==> config.mk <==
export PLATFORM = sky130hd
export DESIGN_NAME = hazard_ctrl
export DESIGN_NICKNAME = d
export VERILOG_FILES = /design/src/rtl/hazard_ctrl.sv
export SDC_FILE = /design/constraint.sdc
export NUM_CORES = 1
export LEC_CHECK = 0
export ABC_AREA = 0
export CAP_MARGIN = 25
export CORE_MARGIN = 5
export CORE_UTILIZATION = 40
export CTS_BUF_LIST = sky130_fd_sc_hd__clkbuf_2 sky130_fd_sc_hd__clkbuf_4 sky130_fd_sc_hd__clkbuf_8
export CTS_CLUSTER_SIZE = 8
export DETAILED_ROUTE_END_ITERATION = 16
export PLACE_DENSITY = 0.86
export SLEW_MARGIN = 10
export SYNTH_ARGS = -nofsm -noshare
export SYNTH_HDL_FRONTEND = slang
export SYNTH_SLANG_ARGS = --single-unit
==> constraint.sdc <==
create_clock -name CLK -period 5.3 [get_ports CLK]
set_input_delay 1.06 -clock CLK [delete_from_list [all_inputs] [get_ports CLK]]
set_output_delay 1.06 -clock CLK [all_outputs]
set_load 0.1 [all_outputs]
==> src/rtl/hazard_ctrl.sv <==
// hazard_ctrl: stall/flush/PC-enable feedback for the F/D, D/E and E/M latches.
// Define HAZARD_PERF_CNT_EN to add stall/flush/load-use event counters.
module hazard_ctrl #(
  parameter int unsigned LOAD_USE_BUBBLES = 1,
  parameter int unsigned REGADDR_W        = 5
) (
  input  logic                 CLK,
  input  logic                 nRST,
  input  logic                 ihit,
  input  logic                 dhit,
  input  logic [REGADDR_W-1:0] de_rs,
  input  logic [REGADDR_W-1:0] de_rt,
  input  logic                 de_uses_rt,
  input  logic [REGADDR_W-1:0] ex_wsel,
  input  logic                 ex_RegWrite,
  input  logic                 ex_dREN,
  input  logic                 ex_pcsrc,
  input  logic                 ex_halt,
  input  logic                 mem_dREN,
  input  logic                 mem_dWEN,
  output logic                 pc_en,
  output logic                 stall_fd,
  output logic                 flush_fd,
  output logic                 stall_de,
  output logic                 flush_de,
  output logic                 stall_em,
  output logic                 halted
`ifdef HAZARD_PERF_CNT_EN
  ,
  output logic [31:0]          stall_cycles,
  output logic [31:0]          flush_events,
  output logic [31:0]          lu_events
`endif
);

  typedef enum logic [1:0] {
    RUN,
    LU_STALL,
    MEM_WAIT,
    HALTED
  } state_e;

  localparam logic [1:0] LuInit =
    2'(LOAD_USE_BUBBLES - 1);

  state_e     state_q, state_d;
  logic [1:0] cnt_q, cnt_d;
  logic       mem_busy, lu_hazard, in_lu;
  logic       pc_en_c, sfd_c, ffd_c;
  logic       sde_c, fde_c, sem_c, hlt_c;

  assign mem_busy = (mem_dREN | mem_dWEN) & ~dhit;

  assign lu_hazard = ex_dREN & ex_RegWrite
    & (ex_wsel != '0)
    & ((ex_wsel == de_rs)
       | (de_uses_rt & (ex_wsel == de_rt)));

  // MEM_WAIT resumes the context the bubble counter implies
  assign in_lu = (state_q == LU_STALL)
    | ((state_q == MEM_WAIT) & (cnt_q != 2'd0));

  always_comb begin
    state_d = state_q;
    cnt_d   = cnt_q;
    pc_en_c = 1'b0;
    sfd_c   = 1'b0;
    ffd_c   = 1'b0;
    sde_c   = 1'b0;
    fde_c   = 1'b0;
    sem_c   = 1'b0;
    hlt_c   = 1'b0;
    priority case (1'b1)
      (state_q == HALTED): begin
        sfd_c = 1'b1;
        sde_c = 1'b1;
        sem_c = 1'b1;
        hlt_c = 1'b1;
      end
      mem_busy: begin
        sfd_c   = 1'b1;
        sde_c   = 1'b1;
        sem_c   = 1'b1;
        state_d = MEM_WAIT;
      end
      ex_halt: begin
        ffd_c   = 1'b1;
        fde_c   = 1'b1;
        cnt_d   = 2'd0;
        state_d = HALTED;
      end
      ex_pcsrc: begin
        ffd_c   = 1'b1;
        fde_c   = 1'b1;
        pc_en_c = 1'b1;
        cnt_d   = 2'd0;
        state_d = RUN;
      end
      in_lu: begin
        sfd_c   = 1'b1;
        fde_c   = 1'b1;
        cnt_d   = cnt_q - 2'd1;
        state_d = (cnt_q == 2'd1) ? RUN : LU_STALL;
      end
      lu_hazard: begin
        sfd_c   = 1'b1;
        fde_c   = 1'b1;
        cnt_d   = LuInit;
        state_d = (LuInit != 2'd0) ? LU_STALL : RUN;
      end
      ~ihit: begin
        sfd_c   = 1'b1;
        fde_c   = 1'b1;
        state_d = RUN;
      end
      default: begin
        pc_en_c = 1'b1;
        state_d = RUN;
      end
    endcase
  end

  always_ff @(posedge CLK or negedge nRST) begin
    if (!nRST) begin
      state_q <= RUN;
      cnt_q   <= 2'd0;
    end else begin
      state_q <= state_d;
      cnt_q   <= cnt_d;
    end
  end

  assign pc_en    = nRST & pc_en_c;
  assign stall_fd = nRST & sfd_c;
  assign flush_fd = nRST & ffd_c;
  assign stall_de = nRST & sde_c;
  assign flush_de = nRST & fde_c;
  assign stall_em = nRST & sem_c;
  assign halted   = nRST & hlt_c;

`ifdef HAZARD_PERF_CNT_EN
  logic live, fl_ev, lu_ev;

  assign live  = (state_q != HALTED);
  assign fl_ev = fde_c & (ex_halt | ex_pcsrc);
  assign lu_ev = fde_c & lu_hazard & ~in_lu
    & ~ex_halt & ~ex_pcsrc;

  always_ff @(posedge CLK or negedge nRST) begin
    if (!nRST) begin
      stall_cycles <= '0;
      flush_events <= '0;
      lu_events    <= '0;
    end else if (live) begin
      if (!pc_en_c) stall_cycles <= stall_cycles + 32'd1;
      if (fl_ev)    flush_events <= flush_events + 32'd1;
      if (lu_ev)    lu_events    <= lu_events + 32'd1;
    end
  end
`endif

endmodule

# Word level (Yosys, flattened, before mapping)
# Cells that the tools add are included.
[word_totals]
ff_bits = 4
latch_bits = 0
ramBits = 0
romBits = 0
output_inout_bits = 7
elab_cells = 65
memories = 0
[classes]
addsub = 1
mul = 0
div = 0
order_cmp = 0
n_eq_ne = 6
shift = 0
n_mux = 34
n_bitwise = 18
reduce_logical = 4
[op_table]
columns = ["op", "count"]
rows = [
  ["$mux W1", 27],
  ["$mux W2", 7],
  ["$and A1 B1 Y1", 12],
  ["$eq A5 B5 Y1", 2],
  ["$reduce_bool A5 Y1", 1],
  ["$eq A2 B1 Y1 const B", 2],
  ["$eq A2 B2 Y1 const B", 2],
  ["$reduce_bool A4 Y1", 1],
  ["$not A1 Y1", 3],
  ["$or A1 B1 Y1", 3],
  ["$reduce_and A3 Y1", 1],
  ["$reduce_bool A2 Y1", 1],
  ["$sub A2 B1 Y2 const B", 1],
]

# Longest topological paths before layout
[depth]
depth_word = 11
ltp_mapped = 6

# Least setup slack after synthesis
# OpenSTA, ideal clock, no wires.
[synth_timing]
path_type = "input -> output"
from = "input ex_wsel[1]"
to = "output pc_en"
t_arrival_ps = 3348
path_slack_ps = 892
stages = 3
n_path_buf = 0
path_cell_list = "or4_4 > o211a_1 > a31oi_1"
[synth_between]
elab_chain_len = 11
word_cells_on_any_way = 14
cone_classes = "eq/ne (2); mux (6); bitwise (5); reduce/logical (1)"
[synth_lines]
columns = ["item", "line", "text"]
rows = [
  ["start, declared", "14", "input logic [REGADDR_W-1:0] ex_wsel,"],
  ["$eq A5 B5 Y1", "57", "| (de_uses_rt & (ex_wsel == de_rt)));"],
  ["$and A1 B1 Y1", "57", ""],
  ["$or A1 B1 Y1", "57", ""],
  ["$and A1 B1 Y1 (*)", "56", "& ((ex_wsel == de_rs)"],
  ["$mux W1 (*) (6 in a row)", "73", "priority case (1'b1)"],
  ["$and A1 B1 Y1 (*)", "133", "assign pc_en = nRST & pc_en_c;"],
  ["end, declared", "21", "output logic pc_en,"],
]
# Mark *: on every way between the ends. The rest lies on a longest branch, timed or not.

# Worst setup path after layout
[layout_timing]
from = "input ex_wsel[1]"
to = "output stall_fd"
[layout_between]
elab_chain_len = 11
word_cells_on_any_way = 14
cone_classes = "eq/ne (2); mux (6); bitwise (5); reduce/logical (1)"
[layout_lines]
columns = ["item", "line", "text"]
rows = [
  ["$eq A5 B5 Y1", "57", ""],
  ["$and A1 B1 Y1", "57", ""],
  ["$or A1 B1 Y1", "57", ""],
  ["$and A1 B1 Y1 (*)", "56", ""],
  ["$mux W1 (*) (6 in a row)", "73", ""],
  ["$and A1 B1 Y1 (*)", "134", "assign stall_fd = nRST & sfd_c;"],
  ["end, declared", "22", "output logic stall_fd,"],
]
# Marks and branches as above.

==> out/metrics.yaml <==
run_status:
  status: "complete, no violations"
clocking:
  clock-sinks: 4
  cts-resized-gates: 0
  cts.path.max_buffers: 2
  postCtsHoldBufs: 0
  htreeDepth: 1
  numCtsBuffers: 3
  post_cts_buffers: 0
  cts.clk_slew.worst_paths_ps: 40
  cts_root_buf: "clkbuf_4"
  cts_tree: "done"
  insertion_delay_ps: 230
setup_path:
  critical_path_class: "primary input to primary output"
  cp-start-kind: "primary input"
  r2r_setup_slack_ps: 3330
  cp_data_arrival_time_ps: 2900
  crit_required_ps: 4240
  crit_fanout: 4
  r2r_end: "cnt_q[0]"
  reg2reg_from: "cnt_q[0]"
  worstPathCellList: "clkdlybuf4s50_1 > or4_4 > o211ai_2 > nor2_1 > a211o_1 > buf_4"
  reg2regPathDepth: 6
  slowest_delay_ps: 560
  slowest_stage: "or4_4"
  cp-end-kind: "primary output"
die:
  num_io_pins: 33
  dieHeight_microns: 46.25
  core_sq_um: 1269
  row_count: 13
  start_util_pct: 41.42
  fp.dieW_microns: 46.25
  die-area_sq_um: 2139
timing:
  fin_crit_ps: 3959
  setup_tns_ps: 0
  setup_ws_ps: 1341
  drv_slew: 0
  rsz0062_at_grt: "no"
  hold_viol_final: 0
  timing.slew.headroom_pct: 72.80
  fin_crit_sh_pct: 74.71
  setup_viol: 0
  whs_ps: 606.5
  tightest_slew_ps: 407.9
  skew_ps: 4.217
  max_freq_mhz: 252.6
power_and_ir_drop:
  irDropWorstVdd_mv: 0.1699
  swShare_pct: 48.27
  p_leak_nw: 0.3582
  total_power_mw: 0.2330
  internal_power_mw: 0.1206
  p_switching_mw: 0.1125
  power_frac_seq_pct: 22.4
  p_per_area_nw_per_um2: 270.3
  p_clk_share_pct: 16.0
  pwr-share-comb_pct: 61.5
yosys:
  syn-instance-count: 68
  syn_nets: 96
  synthesis.area_sq_um: 525.5
  syn_avg_cell_area_sq_um: 7.728
  ys_ff_latch: 4
  yosys_warnings: 0
  synth_seq_area_share_pct: 19.05
  synth_cell_type_count: 31
placement:
  dp.cells: 114
  place_congestion: 0.8357
  dpl.hpwl_microns: 1390
  dp_slack_ps: 1337
  place_area_sq_um: 839.6
  port_buffers: 32
drt:
  via_per_inst: 5.641
  ant_nets: 0
  wirelength_microns: 1608
  avgRoutedWirePerCell_microns: 13.74
  firstDrtPassIters: 4
  vias: 660
  drtIter0Drc: 7
  drc: 0
layout:
  utilization_pct: 67.95
  final_layout_size_suffix_gt1_share_pct: 13.73
  syn_to_final_growth_pct: 64.05
  n_antenna_cell: 0
  final_cells: 117
  nNetsFinal: 132
  finalInstanceArea_sq_um: 862.1
grt:
  grt_max_degree: 9
  grtUsageTotal_pct: 16.94
  grt_pass1_wl_microns: 2573
  globalRouteOverflowTotal: 0
  grt_pass1_vias: 665
  antenna_found_initial: 0
min_path:
  hold_end: "cnt_q[1]"
  min_path_type: "flop to flop"
  min_from: "cnt_q[1]"
  hold_depth: 2
run:
  drv_cap: 0
-- cells in the final DEF (no fill, tap or decap), types with 2 or more instances in the layout --
cell             netlist  layout
nand3_1                4       4
nand2_1                6       6
clkdlybuf4s50_1        0      25
xnor2_1               10      10
nand4_1                2       2
ha_1                   2       2
buf_4                  1       7
and2_1                 3       3
o21ai_0                2       2
clkbuf_4               0       3
a31oi_1                3       3
nor2_1                 5       5
nor3_1                 2       2
dfrtp_1                4       4
a21oi_1                3       3
inv_1                  3       3
or3_1                  2       2
-- sequential cells by signal, indices dropped and copies added (netlist names) --
signal	cells
state_q	2
cnt_q	2
-- critical path, delay by kind of cell --
kind	cells	cell delay, ps
AOI/OAI and AO/OA	2	500
buffers and inverters	2	690
and+or+nand+nor	2	640
-- routing by layer --
metal  track usage (%)  share of wire [%]
met1             15.51                 34
met2             32.42                 52
met3             4.297                 12
met4             10.23                1.6
met5                 0                  0
-- power by group through the flow --
stage	sequential [mW]	clock (mW)	combinational, mW
2_1_floorplan	0.0486	0	0.101
3_3_place_gp	0.0505	0	0.140
3_5_place_dp	0.0521	0	0.143
4_1_cts	0.0516	0.0386	0.144
5_1_grt	0.0533	0.0431	0.156
6_report	0.0523	0.0373	0.143
-- synth_stat cells --
cell / number / area share, %
a22oi_1: 1 / 1.4
nor2_1: 5 / 3.6
or3_1: 2 / 2.4
nor3_1: 2 / 1.9
xnor2_1: 10 / 17
o211ai_1: 1 / 1.4
nand2_1: 6 / 4.3
a31oi_1: 3 / 3.6
a211oi_1: 1 / 1.4
o211a_1: 1 / 1.9
o21bai_1: 1 / 1.4
and3_1: 1 / 1.2
nand3_1: 4 / 3.8
a211o_1: 1 / 1.7
inv_1: 3 / 2.1
a221oi_1: 1 / 1.7
nand4_1: 2 / 2.4
nand2b_1: 1 / 1.2
ha_1: 2 / 4.8
a21oi_1: 3 / 2.9
dfrtp_1: 4 / 19
o211ai_2: 1 / 2.4
buf_4: 1 / 1.4
or3b_2: 1 / 1.7
or4_4: 1 / 2.1
a21o_1: 1 / 1.4
and4_1: 1 / 1.7
and2_1: 3 / 3.6
o21ba_2: 1 / 1.9
o21ai_0: 2 / 1.9
o22ai_1: 1 / 1.2
-- cells by family after synthesis --
| logic type | share of synthesized area, % |
|---|---|
| and+or+nand+nor | 29.76 |
| DFF | 19.05 |
| buffers and inverters | 3.572 |
| xor gates and xnor gates | 16.67 |
| AOI/OAI and AO/OA | 26.19 |
| adders and majority gates | 4.761 |
-- worst max path at each step --
| stage | startpoint | end | slack, ps |
|---|---|---|---|
| 3_3_place_gp | ex_wsel[1] | stall_fd | 1350 |
| 4_1_cts | ex_wsel[1] | stall_fd | 1330 |
| 6_report | ex_wsel[1] | stall_fd | 1340 |
| 3_5_place_dp | ex_wsel[1] | stall_fd | 1340 |
| 5_1_grt | ex_wsel[1] | stall_fd | 1280 |
| 2_1_floorplan | ex_wsel[1] | pc_en | 890 |
-- layout make-up --
type	count	area [sq um]
sequential	4	100.1
inverter	3	11.26
multi-input combinational	60	406.6
timing repair buffer	32	302.8
tap	15	18.77
clock buffer	3	22.52
fill	129	406.6
No activity file was read; power rests on OpenSTA's default activity.
